--- src/rtl/m_loader_pkg.sv ---
// Shared definitions for the program loader: FSM state encoding and the
// number of bytes that make up one 32-bit stream word.
package m_loader_pkg;

    localparam int BYTES_PER_WORD = 4;
    localparam int CNT_W          = $clog2(BYTES_PER_WORD);

    typedef enum logic [2:0] {
        ST_LEN,
        ST_DATA,
        ST_WR,
        ST_SUM,
        ST_DONE,
        ST_ERR
    } state_t;

endpackage

--- src/rtl/m_word_asm.sv ---
// Little-endian word assembler: collects four bytes into a 32-bit word and
// pulses w_last combinationally on the strobe that delivers the 4th byte.
module m_word_asm
    import m_loader_pkg::*;
(
    input  logic        w_clk,
    input  logic        w_rst_n,
    input  logic        w_strobe,
    input  logic [7:0]  w_data,
    input  logic        w_clear,
    output logic [31:0] w_word,
    output logic        w_last
);

    logic [CNT_W-1:0] r_cnt;
    logic [23:0]      r_lo;

    always_ff @(posedge w_clk or negedge w_rst_n) begin
        if (!w_rst_n) begin
            r_cnt <= '0;
            r_lo  <= '0;
        end else if (w_clear) begin
            r_cnt <= '0;
            r_lo  <= '0;
        end else if (w_strobe) begin
            r_cnt <= r_cnt + 1'b1;
            for (int k = 0; k < BYTES_PER_WORD - 1; k++) begin
                if (r_cnt == CNT_W'(k)) begin
                    r_lo[8*k +: 8] <= w_data;
                end
            end
        end
    end

    // The top byte is never stored: the word is consumed on the same edge
    // that delivers it, so it is taken straight from the input.
    assign w_word = {w_data, r_lo};
    assign w_last = w_strobe & (r_cnt == CNT_W'(BYTES_PER_WORD - 1));

endmodule

--- src/rtl/m_loader.sv ---
// Program loader: parses a length/data/checksum byte stream, writes the
// words into instruction memory and enables the core once verified.
module m_loader
    import m_loader_pkg::*;
#(
    parameter int MAX_WORDS = 4096,
    parameter int ADDR_W    = 12
) (
    input  logic              w_clk,
    input  logic              w_rst_n,
    input  logic              w_rx_valid,
    input  logic [7:0]        w_rx_data,
    output logic              w_rx_ready,
    output logic              w_mem_we,
    output logic [ADDR_W-1:0] w_mem_addr,
    output logic [31:0]       w_mem_din,
    output logic              w_ce,
    output logic              w_busy,
    output logic              w_err,
    output logic [ADDR_W:0]   w_nwords
);

    state_t          r_state;
    state_t          w_state_next;
    logic            w_xfer;
    logic            w_clear;
    logic [31:0]     w_word;
    logic            w_last;
    logic            w_last_word;
    logic [ADDR_W:0] w_idx_inc;

    logic [ADDR_W:0] r_idx;
    logic [ADDR_W:0] r_len;
    logic [31:0]     r_sum;
    logic [31:0]     r_din;
    logic            r_we;
    logic            r_ce;
    logic            r_err;
    logic            r_busy;

    assign w_rx_ready = (r_state == ST_LEN) || (r_state == ST_DATA) || (r_state == ST_SUM);
    assign w_xfer     = w_rx_valid & w_rx_ready;
    assign w_clear    = (r_state == ST_WR) || (r_state == ST_DONE) || (r_state == ST_ERR);
    assign w_idx_inc  = r_idx + {{ADDR_W{1'b0}}, 1'b1};
    assign w_last_word = (w_idx_inc == r_len);

    m_word_asm u_word_asm (
        .w_clk    (w_clk),
        .w_rst_n  (w_rst_n),
        .w_strobe (w_xfer),
        .w_data   (w_rx_data),
        .w_clear  (w_clear),
        .w_word   (w_word),
        .w_last   (w_last)
    );

    always_comb begin
        w_state_next = r_state;
        case (r_state)
            ST_LEN: begin
                if (w_last) begin
                    if (w_word > 32'(MAX_WORDS)) begin
                        w_state_next = ST_ERR;
                    end else if (w_word == 32'd0) begin
                        w_state_next = ST_SUM;
                    end else begin
                        w_state_next = ST_DATA;
                    end
                end
            end
            ST_DATA: begin
                if (w_last) begin
                    w_state_next = ST_WR;
                end
            end
            ST_WR: begin
                w_state_next = w_last_word ? ST_SUM : ST_DATA;
            end
            ST_SUM: begin
                if (w_last) begin
                    w_state_next = (w_word == r_sum) ? ST_DONE : ST_ERR;
                end
            end
            default: w_state_next = r_state;
        endcase
    end

    always_ff @(posedge w_clk or negedge w_rst_n) begin
        if (!w_rst_n) begin
            r_state <= ST_LEN;
        end else begin
            r_state <= w_state_next;
        end
    end

    always_ff @(posedge w_clk or negedge w_rst_n) begin
        if (!w_rst_n) begin
            r_idx  <= '0;
            r_len  <= '0;
            r_sum  <= '0;
            r_din  <= '0;
            r_we   <= 1'b0;
            r_ce   <= 1'b0;
            r_err  <= 1'b0;
            r_busy <= 1'b0;
        end else begin
            // Write strobe is registered so it lines up with the WR state.
            r_we <= (w_state_next == ST_WR);
            if ((r_state == ST_LEN) && w_last) begin
                r_len <= w_word[ADDR_W:0];
            end
            if ((r_state == ST_DATA) && w_last) begin
                r_din <= w_word;
            end
            if (r_state == ST_WR) begin
                r_sum <= r_sum + r_din;
                r_idx <= w_idx_inc;
            end
            if (w_state_next == ST_DONE) begin
                r_ce <= 1'b1;
            end
            if (w_state_next == ST_ERR) begin
                r_err <= 1'b1;
            end
            if ((w_state_next == ST_DONE) || (w_state_next == ST_ERR)) begin
                r_busy <= 1'b0;
            end else if (w_xfer) begin
                r_busy <= 1'b1;
            end
        end
    end

    assign w_mem_we   = r_we;
    assign w_mem_addr = r_idx[ADDR_W-1:0];
    assign w_mem_din  = r_din;
    assign w_ce       = r_ce;
    assign w_err      = r_err;
    assign w_busy     = r_busy;
    assign w_nwords   = r_idx;

endmodule
--- config.mk ---
export PLATFORM = sky130hd
export DESIGN_NAME = m_loader
export DESIGN_NICKNAME = d
export VERILOG_FILES = /design/src/rtl/m_loader_pkg.sv /design/src/rtl/m_word_asm.sv /design/src/rtl/m_loader.sv
export SDC_FILE = /design/constraint.sdc
export NUM_CORES = 1
export LEC_CHECK = 0
export CORE_AREA = 2 2 159 161
export DETAILED_ROUTE_END_ITERATION = 12
export DIE_AREA = 0 0 161 163
export SLEW_MARGIN = 20
export SYNTH_ARGS = -nofsm -noshare
export SYNTH_HDL_FRONTEND = slang
export SYNTH_SLANG_ARGS = --single-unit
--- constraint.sdc ---
create_clock -name w_clk -period 3.8 [get_ports w_clk]
set_input_delay 0.38 -clock w_clk [delete_from_list [all_inputs] [get_ports w_clk]]
set_output_delay 0.38 -clock w_clk [all_outputs]
set_load 0.01 [all_outputs]
After elaboration in Yosys (flattened, before gate mapping)
Index checks and enable logic that the tools add are counted.
W data, S select, Z words.
{"block": "word_totals", "regBits": 123, "inputBits": 11, "out_inout_bits": 62}
{"block": "op_classes", "add_sub_neg": 3, "n_lt_le_gt_ge": 1, "eq_ne": 13, "n_mux": 17, "bitwise": 2, "reduce_logical": 18}
{"cell": "$mux W24", "n": 2}
{"cell": "$add A32 B32 Y32", "n": 1}
{"cell": "$eq A32 B32 Y1", "n": 1}
{"cell": "$gt A32 B13 Y1 const B", "n": 1}
{"cell": "$logic_not A32 Y1", "n": 1}
{"cell": "$mux W8", "n": 3}
{"cell": "$add A13 B1 Y13 const B", "n": 1}
{"cell": "$eq A13 B13 Y1", "n": 1}
{"cell": "$eq A3 B3 Y1 const B", "n": 4}
{"cell": "$mux W3", "n": 4}
{"cell": "$pmux W3 S4", "n": 1}
{"cell": "$reduce_bool A2 Y1", "n": 5}
{"cell": "$eq A3 B2 Y1 const B", "n": 3}
{"cell": "$mux W2", "n": 4}
{"cell": "$reduce_and A2 Y1", "n": 3}
{"cell": "$logic_or A1 B1 Y1", "n": 5}
{"cell": "$eq A2 B2 Y1 const B", "n": 2}
{"cell": "$eq A3 B1 Y1 const B", "n": 1}
{"cell": "$logic_not A3 Y1", "n": 1}
{"cell": "$mux W1", "n": 3}
{"cell": "$add A2 B1 Y2 const B", "n": 1}
{"cell": "$and A1 B1 Y1", "n": 2}
{"cell": "$eq A2 B1 Y1 const B", "n": 1}
{"cell": "$logic_and A1 B1 Y1", "n": 2}
{"cell": "$logic_not A2 Y1", "n": 1}

Depth between registers and ports, before layout
Gate-level depths: netlist (run 1).
{"block": "logic_depth", "depth_word": 10, "ltp_mapped": 11, "ltp_nobuf": 11}

By module
From an unflattened synthesis (run 1), not the netlist that was laid out.
{"block": "hier_totals", "cells_unflattened": 721, "area_unflattened_um2": 7363.3}
{"mod": "m_loader", "n_inst": 1, "cells_per_inst": 612, "area_per_inst_um2": 6064.6, "seq_area_each_um2": 2427.3}
{"mod": "m_word_asm", "n_inst": 1, "cells_per_inst": 109, "area_per_inst_um2": 1298.7, "seq_area_each_um2": 650.6}

Worst setup path after synthesis (run 1)
Ideal clock, no wire load.
{"block": "synth_path", "path_kind": "register -> register", "start": "register r_din[4], in the netlist w_mem_din[4]", "end": "register r_sum[22]", "t_arrival_ps": 2479, "t_required_ps": 3680, "setup_slack_ps": 1201, "path_stages_with_launch": 10, "path_buffers": 0, "synth_period_minus_slack_ps": 2599, "cell_sequence": "dfrtp_1 > ha_1 > a21o_1 > and3_1 > o311ai_1 > a31oi_1 > o21ai_1 > a21oi_1 > or3_1 > a31o_2"}
{"block": "synth_via", "elab_chain_len": 1}
{"item": "start: declaration", "line": "m_loader.sv:35", "rtl": "logic [31:0] r_din;"}
{"item": "start signal: assignment", "line": "m_loader.sv:113", "rtl": "r_din <= w_word;"}
{"item": "$add A32 B32 Y32", "line": "m_loader.sv:116", "rtl": "r_sum <= r_sum + r_din;"}
{"item": "end signal: assignment", "line": "m_loader.sv:116"}
{"item": "end: declaration", "line": "m_loader.sv:34", "rtl": "logic [31:0] r_sum;"}
Every way passes these cells.
A chain may end at the register's enable or synchronous reset.

Worst setup path after layout (run 1)
Same ends and word-level chain as after synthesis.

==> results_dict.tcl, run 1 <==
set metrics [dict create \
    status "complete, no violations" \
    chipHeight_microns 163 \
    path_cells "ha_1, a21o_1, and3_1, o311ai_1, a31oi_1, o21ai_1, a21oi_1, or3_1, a31o_2" \
    critPathMaxStageDelay_ps 470 \
    diodes 0 \
    critical_path.top_delay_family "compound AO/OA/AOI/OAI gates" \
    fp.dieW_microns 161 \
    initial_core_util_pct 29.41 \
    final_hold_viol_count 0 \
    cts.sinks 123 \
    overflow 0 \
    hpwlAfterDp_microns 14010 \
    vias 5710 \
    cts_hold_buf 0 \
    n_fill_cell 2519 \
    grt_usage_pct 15.17 \
    finalCriticalPeriod_ps 3000 \
    postCtsSetupBuffers 0 \
    slew_violations 0 \
    ys_types 55 \
    avgViaCountPerCell 4.974 \
    grt_max_degree 73 \
    clkTransAtPathRegs_ps 50 \
    dp_slack_ps 902.0 \
    final_cell_mix "dfrtp_1 (123), nand2_1 (94), clkdlybuf4s50_1 (71)" \
    cp_max_fo 5 \
    io_pins 73 \
    slew_headroom_pct 44.10 \
    synth_area_leaders "dfrtp_1 (42%), mux2_2 (7.4%), xnor2_1 (7.2%)" \
    place.gp.congestion 0.9063 \
    yosysTopAreaCell "dfrtp_1" \
    wl_per_cell_microns 16.82 \
    worstSetupStartpointType "flop" \
    final_common_cell "dfrtp_1" \
    rsz0062_at_grt "false" \
    clockBufferDepth 2 \
    drc 0 \
    synthCells 749 \
    crit_arrival_ps 3310 \
    drive_gt1_share_pct 12.59 \
    critical_path_buf_inv_count 0 \
    antenna_found_initial 0 \
    ys_warn_count 0 \
    slowest_stage "o311ai_1" \
    hold_class "in -> async" \
    ir_worst_vdd_v 0.0003321 \
    fin_nets 853 \
    synth-edff-count 0 \
    drt_pass1_iterations 5 \
    max_freq_mhz 333.3 \
    setup_tns_ps 0 \
    synth_top_area_share_pct 42.41 \
    setup_violations 0 \
    power_leakage_nw 3.875 \
    crit_type "reg -> reg" \
    clk-insertion-delay-late_ps 420 \
    worst_pin_slew_ps 838.5 \
    area_growth_pct 22.38 \
    htree_levels 4 \
    grt_pass1_vias 5589 \
    wl_microns 19310 \
    syn-num-nets 797 \
    cp-end-kind "flop" \
    ant_nets 0 \
    max-cap-violations 0 \
    cts_buffers 17 \
    ys_seq_elements 123 \
    finClkSkew_ps 7.045 \
    p_per_area_mw_per_mm2 717.0 \
    core_sq_mm 0.02467 \
    cts_resized 0 \
    cts_tree "built" \
    synth_area_sq_mm 0.007257 \
    cp.required_ps 4110 \
    cts-root-buf "clkbuf_16" \
    grt_pass1_wl_microns 31230 \
    fin_crit_sh_pct 78.96 \
    holdWs_ps 66.29 \
    drtIter0Drc 411 \
    synth_ff_type "dfrtp_1" \
    portBuffers 72 \
    die-area_sq_mm 0.02624 \
    placementRows 58 \
    setup_slack_ps 799.7 \
    avgSynthCellArea_sq_um 9.689 \
    synthArstFlopShare_pct 100.0 \
    ys_seq_area_share_pct 42.41 \
]
registers in the layout (all words and copies together) (netlist names):
signal and cells:
r_sum 32, w_busy 1, u_word_asm.r_cnt 2, w_mem_we 1, r_len 13, w_mem_din 32, r_state 3, w_err 1
w_nwords 13, w_ce 1, u_word_asm.r_lo 24
worst paths after layout:
check / startpoint / endpoint / slack (ps) / cells after the start
hold reg to reg: w_ce / w_ce / 470 / 1
min in group w_clk: w_ce / w_ce / 470 / 1
hold / removal: w_rst_n / r_sum[10] / 70 / 1
setup reg to reg: w_mem_din[4] / r_sum[22] / 800 / 9
max in group asynchronous: w_rst_n / r_state[1] / 2910 / 2
setup / recovery: w_mem_din[4] / r_sum[22] / 800 / 9
synthesized netlist by cell type (7+ instances only):
master / instances
dfrtp_1: 123
nand2_1: 94
xnor2_1: 60
a21oi_1: 59
mux2_2: 48
o21ai_0: 40
ha_1: 36
nand3_1: 34
nor2_1: 28
clkbuf_1: 25
xor2_1: 25
inv_1: 17
nand4_1: 15
a21o_1: 14
buf_4: 12
nor4_1: 12
nor3_1: 9
or3_1: 8
a31o_2: 7
layer usage:
layer / GRT usage [%] / part of all wire (%)
met5: 0 / 0
met2: 24.39 / 47
met1: 21.08 / 48
met3: 2.979 / 3.9
met4: 3.612 / 0.87
through the flow:
step           utilization [%]  instance area [sq um]  total power [W]  cells
2_1_floorplan                -                   7257         0.003732    749
3_3_place_gp             33.44                   8252         0.004621   1116
3_5_place_dp             33.44                   8252         0.004633   1116
4_1_cts                  35.99                   8881         0.006397   1148
5_1_grt                  35.99                   8881         0.006773   1148
6_report                 35.99                   8881         0.006368   1148
where the power goes:
group	switching, W	total [W]	internal [W]
Sequential	0.000564	0.00226	0.00170
Combinational	0.00124	0.00237	0.00112
Clock	0.000604	0.00174	0.00113
cells by family after synthesis:
family,after synthesis,synth area share (%)
and+or+nand+nor,232,15.59
AOI/OAI and AO/OA,161,13.55
DFF,123,42.41
xor gates and xnor gates,85,10.26
buffers and inverters,59,3.707
muxes,52,8.000
adders and majority gates,37,6.483
layout make-up:
class / instances / area [sq um] / share of cell area [%]
clock buffer: 22 / 464.2 / 5.227
clock inverter: 10 / 165.2 / 1.860
multi-input combinational: 567 / 3918 / 44.11
sequential: 123 / 3078 / 34.66
inverter: 18 / 67.56 / 0.7608
tap: 330 / 412.9 / 4.649
timing repair buffer: 78 / 775.7 / 8.735
(Power assumes the default switching activity.)
==> run 2: changes to the inputs <==
==> constraint.sdc (replaced) <==
create_clock -name w_clk -period 2.7 [get_ports w_clk]
set_input_delay 0.27 -clock w_clk [delete_from_list [all_inputs] [get_ports w_clk]]
set_output_delay 0.27 -clock w_clk [all_outputs]
set_load 0.01 [all_outputs]
==> results_dict.tcl, run 2 (synthesis gave the netlist of run 1 again) <==
set metrics [dict create \
    ir_worst_vdd_v 0.0004287 \
    htree_levels 4 \
    slowest_stage "dfrtp_1" \
    io_pins 73 \
    cts.sinks 123 \
    hold_class "in -> async" \
    cts-root-buf "clkbuf_16" \
    dpl.cell_count 1173 \
    setup_tns_ps 0 \
    final_core_util_pct 38.40 \
    dp_slack_ps -52.11 \
    crit_arrival_ps 2900 \
    finalCriticalPeriod_ps 2595 \
    place.gp.congestion 0.8969 \
    status "complete, no violations" \
    power_leakage_nw 4.210 \
    wl_microns 20350 \
    max_freq_mhz 385.4 \
    chipHeight_microns 163 \
    ff2ff_path_depth 10 \
    path_cells "ha_1, a21o_1, and3_4, o311ai_4, buf_6, a31oi_4, o21ai_4, a21oi_2, or3_1, a31o_2" \
    final_cells 1210 \
    worstSetupStartpointType "flop" \
    fin_nets 916 \
    grt_usage_pct 15.91 \
    core_sq_mm 0.02467 \
    grt_max_degree 73 \
    die-area_sq_mm 0.02624 \
    overflow 0 \
    diodes 0 \
    clockBufferDepth 2 \
    finClkSkew_ps 7.616 \
    setup_slack_ps 105.5 \
    wl_per_cell_microns 16.82 \
    area_growth_pct 30.55 \
    avgViaCountPerCell 4.941 \
    initial_core_util_pct 29.41 \
    cp.required_ps 3010 \
    vias 5979 \
    placementRows 58 \
    rsz0062_at_grt "false" \
    n_fill_cell 2455 \
    grt_pass1_vias 5859 \
    p_per_area_mw_per_mm2 975.5 \
    max-cap-violations 0 \
    final_common_cell "dfrtp_1" \
    drc 0 \
    critPathMaxStageDelay_ps 380 \
    slew_headroom_pct 51.80 \
    cp_max_fo 4 \
    final_hold_viol_count 0 \
    drtIter0Drc 406 \
    grt_pass1_wl_microns 32500 \
    cts_buffers 17 \
    setup_violations 0 \
    drive_gt1_share_pct 21.14 \
    hpwlAfterDp_microns 14820 \
    worst_pin_slew_ps 723.1 \
    final_cell_mix "dfrtp_1 (123), nand2_1 (94), clkdlybuf4s50_1 (71)" \
    ant_nets 0 \
    crit_type "reg -> reg" \
    cp-end-kind "flop" \
    portBuffers 72 \
    cts_tree "built" \
    antenna_found_initial 0 \
    fp.dieW_microns 161 \
    clkTransAtPathRegs_ps 60 \
    fin_crit_sh_pct 96.09 \
    slew_violations 0 \
    drt_pass1_iterations 5 \
    clk-insertion-delay-late_ps 420 \
]
-- run 2: changes by cell type in the layout (fill, tap and decap cells not counted), sizes merged --
cell / before / now
bufinv: 4 / 3
dlygate4sd3: 0 / 1
clkinv: 3 / 5
buf: 7 / 69
clkbuf: 22 / 20
-- run 2: power breakdown --
group	total [W]	switching [W]	internal [W]
logic	0.00384	0.00199	0.00185
clock network	0.00234	0.000846	0.00149
registers	0.00306	0.000674	0.00239
-- run 2: stage by stage --
stage	hold slack, ps	instance area (sq um)	power [W]
floorplan	-25.59	7257	0.005253
global placement	359.6	8667	0.006775
detailed placement	355.4	8667	0.006817
CTS	462.1	9286	0.009214
global route	478.4	9474	0.009861
finish	451.5	9474	0.009242
-- run 2: final timing paths --
kind                       startpoint            to  slack [ps]
min                           w_rst_n  w_mem_din[9]         450
max reg2reg                  r_sum[4]     r_sum[22]         110
min in group w_clk              w_err         w_err         450
max in group asynchronous     w_rst_n  w_nwords[10]        1430
max                          r_sum[4]     r_sum[22]         110
min reg2reg                     w_err         w_err         450
-- run 2: repair_timing --
action	CTS	global route
hold endpoints to repair	44	0
hold buffers	1	0
pin swaps	0	8
buffers inserted	0	5
resized for setup	3	25
setup endpoints to repair	4	12
-- run 2: routing by layer --
layer	wire, microns	global-route usage (%)
met1	9805	22.03
met2	9355	25.32
met3	962	3.514
met4	229	3.977
met5	0	0
-- run 2: area by class of cell --
class	instances	area, sq um	area share, %
Clock buffer	20	456.7	4.820
Tap cell	330	412.9	4.358
Timing Repair Buffer	141	1242	13.11
Sequential cell	123	3078	32.49
Multi-Input combinational cell	567	4071	42.97
Clock inverter	11	145.1	1.532
Inverter	18	67.56	0.7132
-- run 2: critical path, delay by kind of cell, from the launching register on --
| family | cells | cell delay, ps |
|---|---|---|
| AO/OA/AOI/OAI | 6 | 1070 |
| AND/OR/NAND/NOR | 2 | 570 |
| flip-flops | 1 | 380 |
| adder cells (fa/ha/maj) | 1 | 320 |
| buffers and inverters | 1 | 160 |
